===== config.mk =====
export PLATFORM = sky130hd
export DESIGN_NAME = alu_arbiter
export DESIGN_NICKNAME = d
export VERILOG_FILES = /design/src/rtl/alu_arbiter.sv
export SDC_FILE = /design/constraint.sdc
export NUM_CORES = 1
export LEC_CHECK = 0
export CAP_MARGIN = 10
export CORE_ASPECT_RATIO = 1.75
export CORE_MARGIN = 5
export CORE_UTILIZATION = 36
export DETAILED_ROUTE_END_ITERATION = 6
export GPL_TIMING_DRIVEN = 1
export PLACE_DENSITY = 0.92
export SLEW_MARGIN = 20
export SYNTH_ARGS = -nofsm -noshare
export SYNTH_HDL_FRONTEND = slang
export SYNTH_SLANG_ARGS = --single-unit

===== constraint.sdc =====
create_clock -name clk -period 1.7 [get_ports clk]
set_input_delay 0.17 -clock clk [delete_from_list [all_inputs] [get_ports clk]]
set_output_delay 0.17 -clock clk [all_outputs]
set_load 0.02 [all_outputs]

===== src/rtl/alu_arbiter.sv =====
// alu_arbiter: lets two requesters share one combinational ALU.
// Each accepted operation goes through three phases: operand capture,
// one evaluation cycle, and a held response. The response is returned
// only to the requester that issued the operation.
//
// Build option: define ALU_ARB_OVERLAP_EN to let a new request be accepted
// in the same cycle as the owner takes its response. This gives a 2-cycle
// issue interval instead of 3. It is undefined by default.
//
// state | meaning
// ------+-----------------------------------------------------------
// IDLE  | waiting for a request; grant is offered to one requester
// EXEC  | ALU evaluating the registered operands; result captured at end
// RESP  | result held for the owning requester until it takes it
module alu_arbiter #(
  parameter int PRIO_INIT = 0
) (
  input  logic        clk,
  input  logic        rst,

  input  logic        req0_valid,
  output logic        req0_ready,
  input  logic [31:0] req0_a,
  input  logic [31:0] req0_b,
  input  logic [2:0]  req0_ctrl,

  input  logic        req1_valid,
  output logic        req1_ready,
  input  logic [31:0] req1_a,
  input  logic [31:0] req1_b,
  input  logic [2:0]  req1_ctrl,

  output logic        rsp0_valid,
  input  logic        rsp0_ready,
  output logic [31:0] rsp0_data,

  output logic        rsp1_valid,
  input  logic        rsp1_ready,
  output logic [31:0] rsp1_data,

  output logic [31:0] alu_a,
  output logic [31:0] alu_b,
  output logic [2:0]  alu_ctrl,
  input  logic [31:0] alu_out
);

  localparam logic RR_INIT = (PRIO_INIT != 0);

  typedef enum logic [1:0] {
    IDLE = 2'd0,
    EXEC = 2'd1,
    RESP = 2'd2
  } state_e;

  state_e      state_q;
  logic        rr_q;
  logic        owner_q;
  logic [31:0] op_a_q;
  logic [31:0] op_b_q;
  logic [2:0]  op_ctrl_q;
  logic [31:0] result_q;
  logic [1:0]  rsp_valid_q;

  logic        any_valid;
  logic        grant_d;
  logic        owner_rsp_ready;
  logic        accept_win;
  logic        transfer;
  logic [31:0] op_a_d;
  logic [31:0] op_b_d;
  logic [2:0]  op_ctrl_d;

  // Choose the winner. A lone requester always wins. When both request,
  // the round-robin pointer decides.
  always_comb begin
    any_valid = req0_valid | req1_valid;
    grant_d   = 1'b0;
    if (req0_valid && req1_valid) begin
      grant_d = rr_q;
    end else begin
      grant_d = req1_valid;
    end
  end

  // Decide when a new operation may be accepted. Readies are held low
  // while reset is asserted.
  always_comb begin
    owner_rsp_ready = owner_q ? rsp1_ready : rsp0_ready;
`ifdef ALU_ARB_OVERLAP_EN
    accept_win = (state_q == IDLE) || ((state_q == RESP) && owner_rsp_ready);
`else
    accept_win = (state_q == IDLE);
`endif
    req0_ready = ~rst & accept_win & any_valid & ~grant_d;
    req1_ready = ~rst & accept_win & any_valid &  grant_d;
    transfer   = (req0_valid & req0_ready) | (req1_valid & req1_ready);
  end

  // Select the winner's operands for capture.
  always_comb begin
    op_a_d    = grant_d ? req1_a    : req0_a;
    op_b_d    = grant_d ? req1_b    : req0_b;
    op_ctrl_d = grant_d ? req1_ctrl : req0_ctrl;
  end

  // Sequencer. Operands, owner and pointer change only on a transfer. The
  // result register changes only at the end of EXEC.
  always_ff @(posedge clk) begin
    if (rst) begin
      state_q     <= IDLE;
      rr_q        <= RR_INIT;
      owner_q     <= 1'b0;
      op_a_q      <= '0;
      op_b_q      <= '0;
      op_ctrl_q   <= '0;
      result_q    <= '0;
      rsp_valid_q <= 2'b00;
    end else begin
      unique case (state_q)
        IDLE: begin
          if (transfer) begin
            op_a_q    <= op_a_d;
            op_b_q    <= op_b_d;
            op_ctrl_q <= op_ctrl_d;
            owner_q   <= grant_d;
            rr_q      <= ~grant_d;
            state_q   <= EXEC;
          end
        end
        EXEC: begin
          result_q    <= alu_out;
          rsp_valid_q <= owner_q ? 2'b10 : 2'b01;
          state_q     <= RESP;
        end
        RESP: begin
          if (owner_rsp_ready) begin
            rsp_valid_q <= 2'b00;
            // A transfer here is only possible when overlap is enabled.
            if (transfer) begin
              op_a_q    <= op_a_d;
              op_b_q    <= op_b_d;
              op_ctrl_q <= op_ctrl_d;
              owner_q   <= grant_d;
              rr_q      <= ~grant_d;
              state_q   <= EXEC;
            end else begin
              state_q <= IDLE;
            end
          end
        end
        default: begin
          state_q     <= IDLE;
          rsp_valid_q <= 2'b00;
        end
      endcase
    end
  end

  assign alu_a      = op_a_q;
  assign alu_b      = op_b_q;
  assign alu_ctrl   = op_ctrl_q;

  assign rsp0_valid = rsp_valid_q[0];
  assign rsp1_valid = rsp_valid_q[1];
  assign rsp0_data  = result_q;
  assign rsp1_data  = result_q;

endmodule


## Word level (Yosys, flattened, before mapping)

Cells that the tools add are included.

| cells by class | value |
|---|---|
| div/mod/pow operators | 0 |
| add/subtract/negate cells | 0 |
| multipliers | 0 |
| shift operators | 0 |
| $lt $le $gt $ge | 0 |
| mux-type cells | 27 |
| bitwise operators | 11 |
| reduce and logical (&&, ||, !) cells | 6 |
| eq/ne operators | 4 |

Operator list:

| cell | number |
|---|---|
| $mux 32 | 6 |
| $pmux 32 s2 | 2 |
| $pmux 2 s3 | 2 |
| $mux 3 | 3 |
| $mux 2 | 4 |
| $mux 1 | 7 |
| $and 1x1->1 | 6 |
| $pmux 3 s2 | 1 |
| $reduce_and 2->1 | 3 |
| $pmux 1 s2 | 2 |
| $not 1->1 | 3 |
| $eq 2x1->1 const B | 1 |
| $eq 2x2->1 const B | 1 |
| $logic_not 2->1 | 1 |
| $ne 2x1->1 const B | 1 |
| $ne 2x2->1 const B | 1 |
| $or 1x1->1 | 2 |
| $reduce_bool 2->1 | 1 |
| $logic_and 1x1->1 | 1 |

| storage, ports and cells | value |
|---|---|
| word-level logic and storage cells | 56 |
| memories kept | 0 |
| RAM bits | 0 |
| bits in latches | 0 |
| bits in read-only memories | 0 |
| register bits | 105 |
| output and inout port bits | 135 |

## Logic depth before layout (Yosys ltp)

Gate-level depths: netlist (run 1).

| logic depth | value |
|---|---|
| depth in word-level cells | 9 |
| gate-level depth with buffers | 7 |
| mapped depth without buffers | 3 |

## Worst setup path after synthesis (run 1)

OpenSTA, ideal clock, no wires.

| timing | value |
|---|---|
| path type | flip-flop to flip-flop |
| from | register state_q[0] |
| to | register owner_q |
| setup slack | 75 ps |
| buffers on the path | 3 |
| cell stages (with the launch flop) | 7 |
| clock period less this slack | 1625 ps |
| arrival time | 1568 ps |
| cells stage by stage | dfxtp_1 > buf_6 > or3_1 > buf_2 > buf_6 > nor3b_2 > o21ba_2 |

| on the way | value |
|---|---|
| cells in the longest elaborated chain, start to end | 9 |

RTL lines:

| item | RTL line | source |
|---|---|---|
| start: declaration | 55 | `state_e state_q;` |
| start signal: assignment | 110 | `state_q <= IDLE;` |
| start signal: assignment | 127 | `state_q <= EXEC;` |
| start signal: assignment | 133 | `state_q <= RESP;` |
| $logic_not 2->1 * | 92 | `accept_win = (state_q == IDLE);` |
| $and 1x1->1 * (3 in a row) | 95 | `req1_ready = ~rst & accept_win & any_valid & grant_d;` |
| net req1_ready | 28 | `output logic req1_ready,` |
| $and 1x1->1 * | 96 | `transfer = (req0_valid & req0_ready) \| (req1_valid & req1_ready);` |
| $or 1x1->1 * | 96 |  |
| $mux 1 * | - |  |
| $mux 1 | - |  |
| $pmux 1 s2 * | 119 | `unique case (state_q)` |
| end signal: assignment | 125 | `owner_q <= grant_d;` |
| end signal: assignment | 143 | `owner_q <= grant_d;` |
| end: declaration | 57 | `logic owner_q;` |

The timed path passes the listed nets; every way through them passes the cells marked *. The select of a mux whose other input is x is not followed.
A chain may end at the register's enable or synchronous reset.

## Worst setup path in the final report (run 1)

| timing | value |
|---|---|
| from | register state_q[1] |
| to | output req1_ready |

| on the way | value |
|---|---|
| cells in the longest elaborated chain, start to end | 4 |

RTL lines:

| item | RTL line |
|---|---|
| $logic_not 2->1 | 92 |
| $and 1x1->1 (3 in a row) | 95 |
| end: declaration | 28 |

Every way passes these cells.

==> qor.yml, run 1 <==
period_share: 0.994
cts_root_buf: "clkbuf_16"
portBuffers: 306
clock_latency_ps: 340
cp.arrival_ps: 1520
cp.required_ps: 1530
power_density_mw_per_mm2: 898
totalWireLength_mm: 17.7
fin_skew_ps: 8.23
stdcell_count: 941
ant_nets: 0
vias: 4917
place_ws_ps: -404
synthArstFlopShare: 0
cts_inserted_buffers: 9
synth_top_cell_by_area: "dfxtp_1"
grt_max_degree: 69
globalRoute.totalOverflow: 0
syn_nets: 686
viasPerCell: 5.23
yosysWarnings: 0
tightest_slew_ps: 618
setup_violations: 0
ys_ff_latch: 105
synthFlopType: "dfxtp_1"
drt_iter0_drc: 271
synth_top_area_share: 0.462
status: "finished, final reports clean"
slew-limit-headroom: 0.588
fp.dieH_um: 159
cts.sinks: 105
routedWlPerCell_um: 18.9
antenna_found_initial: 2
dp_hpwl_mm: 12.5
first_pass_iters: 4
setup_ws_ps: 9.99
core_area_mm2: 0.0124
critPathKind: "flop to primary output"
post-route-util: 0.643
fp.dieW_um: 95.0
end_kind: "primary output"
start_kind: "flop"
cts.htree.levels: 3
clockBufferDepth: 2
yosysMostFrequentCell: "nand2_1"
vdd_drop_max_mv: 0.542
synth_edf_count: 0
routabilityCongestion: 0.893
syn_avg_cell_area_um2: 8.85
drive_gt1_frac: 0.0893
synth_area_mm2: 0.00455
nNetsFinal: 940
synth.area.top_cells: "dfxtp_1 (46%), a221o_1 (15%), nand2_1 (11%), buf_4 (5.4%), nor3_1 (5.3%)"
period_needed_ps: 1690
boundaryPins: 307
clkTransAtPathRegs_ps: 70
cts_tree: "built"
synth_cells: 514
critPathMaxFanout: 2
grt_pass1_wl_mm: 25.8
start_util: 0.366
fin_setup_tns_ps: 0
grt_usage: 0.219
fp.dieArea_mm2: 0.0151
diodes: 0
hp-class: "input port to flop"
drc: 0
syn_to_final_growth_pct: 75.8
total_power_mw: 7.18
dp.cells: 920
synth.top_cells.by_count: "nand2_1 (132), dfxtp_1 (105), a221o_1 (67)"
first_global_vias: 4810
rows: 54
maxSlewViolCount: 0
synth_cell_types: 26
drv_cap: 0
hold_viol_final: 0
p_leak_nw: 2.96
clock.fmax_ghz: 0.592
seq_area_frac_synth: 0.462
-- metrics by stage --
stage / instance area, µm² / hold slack, ps
2_1_floorplan: 4550 / 306
3_3_place_gp: 7540 / 454
3_5_place_dp: 7540 / 463
4_1_cts: 7950 / 321
5_1_grt: 8000 / 367
6_report: 8000 / 347
-- layout by cell type, fill, tap and decap left out, drive strengths merged, types with 2 or more instances in the layout --
master | Yosys | routed
nand2b | 4 | 4
clkinv | 0 | 2
clkdlybuf4s50 | 0 | 302
nor2 | 2 | 2
inv | 0 | 4
a221o | 67 | 67
clkbuf | 34 | 10
nor2b | 3 | 3
nor3 | 68 | 68
dfxtp | 105 | 105
nand2 | 132 | 132
a21oi | 36 | 36
mux2i | 2 | 2
buf | 50 | 22
-- layer usage --
layer	wire length, µm	global-route usage
met4	649	0.0933
met1	6040	0.225
met5	20	0
met3	1410	0.0563
met2	9620	0.404
-- state kept, by name, summed over array words and instances, names as in the netlist --
signal and count:
alu_b 32, alu_ctrl 3, state_q 2, rsp0_data 32
rsp_valid_q 2, rr_q 1, owner_q 1, alu_a 32
-- path summary, 6_finish.rpt --
check                 from            end  slack, ps  cells past startpoint
max reg2reg     state_q[1]       alu_a[9]         10                      6
min reg2reg  rsp0_data[15]  rsp0_data[15]        470                      2
max             state_q[1]     req1_ready         10                      3
min             req1_valid     state_q[0]        350                      3
-- report_power, final --
group	total [mW]	leakage (nW)	internal (mW)	switching, mW
combinational	2.13	1.94	1.13	1.00
clock	2.19	0.157	1.19	1.00
sequential	2.86	0.863	2.70	0.163
total	7.18	2.96	5.01	2.17
-- cell type report --
class	count	area (µm²)
Clock buffer	9	225
Clock inverter	7	97.6
Fill cell	965	4430
Multi-Input combinational cell	325	1990
Sequential cell	105	2100
Tap cell	168	210
Timing Repair Buffer	327	3370
-- worst max-delay path, cell delays in order, from the launching register on --
cell and delay (ps):
dfxtp_1 340, or3_4 430, nor3b_4 260, buf_6 160
-- cell families after synthesis --
logic type | count (synthesis) | synth area share
flip-flops | 105 | 0.462
multiplexers | 2 | 0.00440
AND/OR/NAND/NOR | 215 | 0.227
AO/OA/AOI/OAI | 108 | 0.197
buffers and inverters | 84 | 0.109
-- timing repair --
| action | 4_1_cts | 5_1_grt |
|---|---|---|
| hold endpoints to repair | 0 | 0 |
| hold buffers | 0 | 0 |
| resized for setup | 13 | 5 |
| setup buffers | 2 | 1 |
| endpoints found under the setup margin | 32 | 33 |
| gates cloned | 1 | 1 |
| pin swaps | 1 | 3 |
Note: power is estimated with default switching activity, not from simulation.
==> inputs of run 2 (changes only) <==
- ABC_AREA: unset -> 0
- SKIP_CTS_REPAIR_TIMING: unset -> 1
==> run 2 against run 1 <==
Compared with the run above:
- global-route usage is 0.51 points lower
- via count decreased by 0.57%
- flip-flop and latch count unchanged
- largest cell class unchanged
- cell count is 0.53% higher
- critical path depth did not move
- critical endpoint unchanged
- register-to-register slack gained 70 ps
- utilization grew 0.21 points
- largest power group unchanged
- clock skew up 1.4 ps
==> qor.yml, run 2 (same netlist as run 1, synthesis figures left out) <==
r2r-start: "state_q[0]"
cp.arrival_ps: 1520  # about the same
ant_nets: 0  # unchanged
post-route-util: 0.645  # +0.00211
drt_iter0_drc: 251  # -7.4%
portBuffers: 306  # unchanged
rows: 54  # unchanged
maxSlewViolCount: 0  # unchanged
first_pass_iters: 5  # +1
critPathKind: "flop to primary output"
cts.htree.levels: 3  # unchanged
clock_latency_ps: 350  # about the same
vias: 4889  # -0.57%
grt_pass1_wl_mm: 25.3  # -2.0%
hold_end: "state_q[0]"
start_util: 0.366  # unchanged
fin_skew_ps: 9.62  # +1.39 ps
critPathTopFamily: "simple AND/OR/NAND/NOR gates"
min_from: "req1_valid"
r2r-end: "alu_b[1]"
cts_inserted_buffers: 9  # unchanged
power_density_mw_per_mm2: 896  # -0.23%
slew-limit-headroom: 0.586  # -0.00253
clock.fmax_ghz: 0.591  # about the same
core_area_mm2: 0.0124  # unchanged
fp.dieW_um: 95.0  # unchanged
fp.dieH_um: 159  # unchanged
boundaryPins: 307  # unchanged
totalWireLength_mm: 17.4  # -2.0%
ff2ff_setup_slack_ps: 80  # +70 ps
clockBufferDepth: 2  # unchanged
cp_slowest_stage_delay_ps: 420  # about the same
hp-class: "input port to flop"
dp_hpwl_mm: 12.5  # unchanged
antenna_found_initial: 2  # unchanged
period_needed_ps: 1690  # +0.889 ps
routabilityCongestion: 0.893  # unchanged
period_share: 0.995  # about the same
path_buf_inv: 1  # unchanged
cp.required_ps: 1530  # about the same
final_cell_mix: "clkdlybuf4s50_1 (303), nand2_1 (132), dfxtp_1 (104), a221o_1 (67), nor3_1 (47)"
syn_to_final_growth_pct: 76.4
clkTransAtPathRegs_ps: 70  # about the same
total_power_mw: 7.19  # about the same
hold_viol_final: 0  # unchanged
r2r_cells: 4  # -2
grt_max_degree: 69  # unchanged
setup_violations: 0  # unchanged
tightest_slew_ps: 622  # +3.80 ps
nNetsFinal: 945  # +0.53%
end_kind: "primary output"
cts_root_buf: "clkbuf_16"
p_leak_nw: 2.97  # +0.31%
crit_start: "state_q[1]"
start_kind: "flop"
holdPathStages: 3  # unchanged
fin_area_mm2: 0.00802  # +0.33%
drive_gt1_frac: 0.0951  # +0.00585
placed_area_mm2: 0.00754  # unchanged
cts_tree: "built"
first_global_vias: 4759  # -1.1%
drv_cap: 0  # unchanged
status: "finished, final reports clean"
drc: 0  # unchanged
critPathMaxFanout: 2  # unchanged
slowest_stage: "or3_4"
grt_usage: 0.214  # -0.00509
routedWlPerCell_um: 18.4  # -2.5%
hold_ws_ps: 336  # -11.2 ps
viasPerCell: 5.17  # -1.1%
diodes: 0  # unchanged
fin_setup_tns_ps: 0  # unchanged
globalRoute.totalOverflow: 0  # unchanged
cts.sinks: 105  # unchanged
fp.dieArea_mm2: 0.0151  # unchanged
crit_chain: "or3_4, nor3b_4, buf_4"
vdd_drop_max_mv: 0.544  # +0.29%
layout_commonest_cell: "clkdlybuf4s50_1"
==> run 2: per-layer routing <==
| layer | up-vias | track usage | wire (µm) |
|---|---|---|---|
| met3 | 38 | 0.0559 | 1480 |
| met1 | 2287 | 0.217 | 5950 |
| met5 | - | 0 | 20 |
| met4 | 4 | 0.0861 | 559 |
| met2 | 247 | 0.400 | 9390 |
| li1 | 2313 | - | - |
==> run 2: cell type report <==
type	instances	area, µm²
fillers	976	4410
flip-flops and latches	105	2100
repair buffers	332	3390
well taps	168	210
multi-input cells	325	1990
clock inverters	7	97.6
clock buffers	9	225
==> run 2: worst min-delay path, cell delays in order <==
cell	delay, ps
buf_2	140
or2_1	190
and2_1	140
==> run 2: worst max path at each step <==
stage / end / slack (ps) / depth (start not counted)
2_1_floorplan: owner_q / 70 / 6
3_3_place_gp: req1_ready / -380 / 4
3_5_place_dp: req1_ready / -400 / 4
6_report: req1_ready / 9 / 3
5_1_grt: req0_ready / -20 / 6
4_1_cts: req1_ready / -550 / 3
==> run 2: power breakdown <==
group          switching, mW  internal [mW]
Clock                   1.01           1.19
Sequential             0.164           2.70
Combinational          0.997           1.13
Total                   2.17           5.02
==> run 2: stage by stage <==
step / setup WS, ps / cells
CTS: -551 / 936
detailed placement: -404 / 920
global placement: -376 / 920
floorplan: 74.6 / 514
finish: 9.10 / 946
global route: -17.4 / 946
==> inputs of run 3 (changes only) <==
- GPL_TIMING_DRIVEN: 1 -> 0
==> run 3 against run 2 <==
Compared with the run above:
- the flow now finishes with violations (negative setup slack)
- first-iteration DRC count is 33% lower
- total power is 0.66% higher
- maximum frequency is 12% lower
- sequential share of layout area is 1.1 points lower
- non-clock buffer count is 62 higher
- final area is 4.6% higher
- flip-flop and latch count stayed put
- global-route usage is 1.8 points higher
- clock power is 4% lower
- critical path depth is 2 higher
==> qor.yml, run 3 (same netlist as run 1, synthesis figures left out) <==
crit_chain: "or3_4, buf_6, buf_12, nor3b_4, buf_6"
grt_max_degree: 17  # -75%
critPathMaxFanout: 5  # +3
clock.fmax_ghz: 0.522  # -12%
hold_end: "state_q[0]"
globalRoute.totalOverflow: 0  # unchanged
dp_hpwl_mm: 14.7  # +17%
drv_cap: 0  # unchanged
rsz0062_at_grt: "yes"
fin_setup_tns_ps: -322  # -322 ps
p_leak_nw: 3.20  # +7.6%
clockBufferDepth: 2  # unchanged
start_kind: "flop"
fin_skew_ps: 10.2  # +0.620 ps
cts_tree: "built"
start_util: 0.366  # unchanged
core_area_mm2: 0.0124  # unchanged
portBuffers: 305  # -0.33%
routabilityCongestion: 0.872  # -2.4%
tightest_slew_ps: 558  # -64.1 ps
post-route-util: 0.675  # +0.0297
placed_area_mm2: 0.00781  # +3.5%
dp.cells: 987  # +7.3%
fp.dieW_um: 95.0  # unchanged
boundaryPins: 307  # unchanged
period_share: 1.13  # +0.132
totalWireLength_mm: 18.4  # +6.0%
routedWlPerCell_um: 18.3  # -0.52%
violations: "negative setup slack"
maxSlewViolCount: 0  # unchanged
hold_ws_ps: 361  # +25.3 ps
vias: 5116  # +4.6%
drt_iter0_drc: 169  # -33%
ff2ff_setup_slack_ps: -10  # -90 ps
hp-class: "input port to flop"
status: "finished with violations"
fin_area_mm2: 0.00839  # +4.6%
ant_nets: 0  # unchanged
cp.required_ps: 1530  # about the same
grt_pass1_wl_mm: 27.4  # +8.4%
setup_violations: 3  # +3
cts_root_buf: "clkbuf_16"
critPathTopFamily: "simple AND/OR/NAND/NOR gates"
fp.dieH_um: 159  # unchanged
holdPathStages: 3  # unchanged
r2r-start: "state_q[1]"
cp.arrival_ps: 1750  # +230 ps
fp.dieArea_mm2: 0.0151  # unchanged
vdd_drop_max_mv: 0.461  # -15%
first_pass_iters: 4  # -1
antenna_found_initial: 0  # -2
cts.sinks: 105  # unchanged
total_power_mw: 7.23  # +0.66%
grt_usage: 0.232  # +0.0183
critPathKind: "flop to primary output"
min_from: "req1_valid"
path_buf_inv: 3  # +2
cts_inserted_buffers: 9  # unchanged
nNetsFinal: 1007  # +6.6%
slowest_stage: "or3_4"
cp_common_cell: "buf_6"
final_cell_mix: "clkdlybuf4s50_1 (303), nand2_1 (132), dfxtp_1 (103), a221o_1 (67), buf_4 (41)"
cts.htree.levels: 3  # unchanged
end_kind: "primary output"
cp_slowest_stage_delay_ps: 390  # -30 ps
hold_viol_final: 0  # unchanged
layout_commonest_cell: "clkdlybuf4s50_1"
stdcell_count: 1008  # +6.6%
first_global_vias: 5101  # +7.2%
viasPerCell: 5.08  # -1.8%
clock_latency_ps: 340  # about the same
clkTransAtPathRegs_ps: 60  # about the same
r2r_cells: 7  # +3
diodes: 0  # unchanged
syn_to_final_growth_pct: 84.5
setup_ws_ps: -216  # -225 ps
period_needed_ps: 1920  # +225 ps
r2r-end: "alu_b[18]"
rows: 54  # unchanged
drc: 0  # unchanged
drive_gt1_frac: 0.146  # +0.0513
place_ws_ps: -752  # -348 ps
power_density_mw_per_mm2: 862  # -3.8%
slew-limit-headroom: 0.628  # +0.0427
## run 3: area by class of cell
type	count	area [µm²]
buffer	81	538
clock buffer	12	256
clock inverter	4	51.3
fill	985	4040
multi-input combinational	325	2110
sequential	105	2110
tap	168	210
timing repair buffer	313	3120
## run 3: per-layer routing
layer	up-vias	track usage	part of all wire
li1	2445	-	-
met2	222	0.436	0.55
met1	2406	0.232	0.34
met3	43	0.0634	0.077
met5	-	0	0
met4	0	0.0926	0.037
## run 3: tightest hold or removal path, delay by kind of cell
family	cells	cell delay, ps
and+or+nand+nor	2	280
buffers and inverters	1	210
## run 3: power breakdown
| group | internal, mW | switching [mW] | total [mW] | leakage (nW) |
|---|---|---|---|---|
| clock network | 1.22 | 0.891 | 2.11 | 0.149 |
| registers | 2.70 | 0.164 | 2.86 | 0.864 |
| logic | 1.20 | 1.06 | 2.26 | 2.18 |
| total | 5.12 | 2.11 | 7.23 | 3.20 |
## run 3: how the worst max path moves through the flow
stage | from | to | slack [ps] | cells after the start
after floorplan | state_q[0] | owner_q | 70 | 6
after global placement | rst | req1_ready | -760 | 6
after detailed placement | rst | req1_ready | -750 | 6
after CTS | state_q[0] | req1_ready | -940 | 6
after global routing | state_q[1] | req1_ready | -280 | 5
final | state_q[1] | req1_ready | -220 | 5
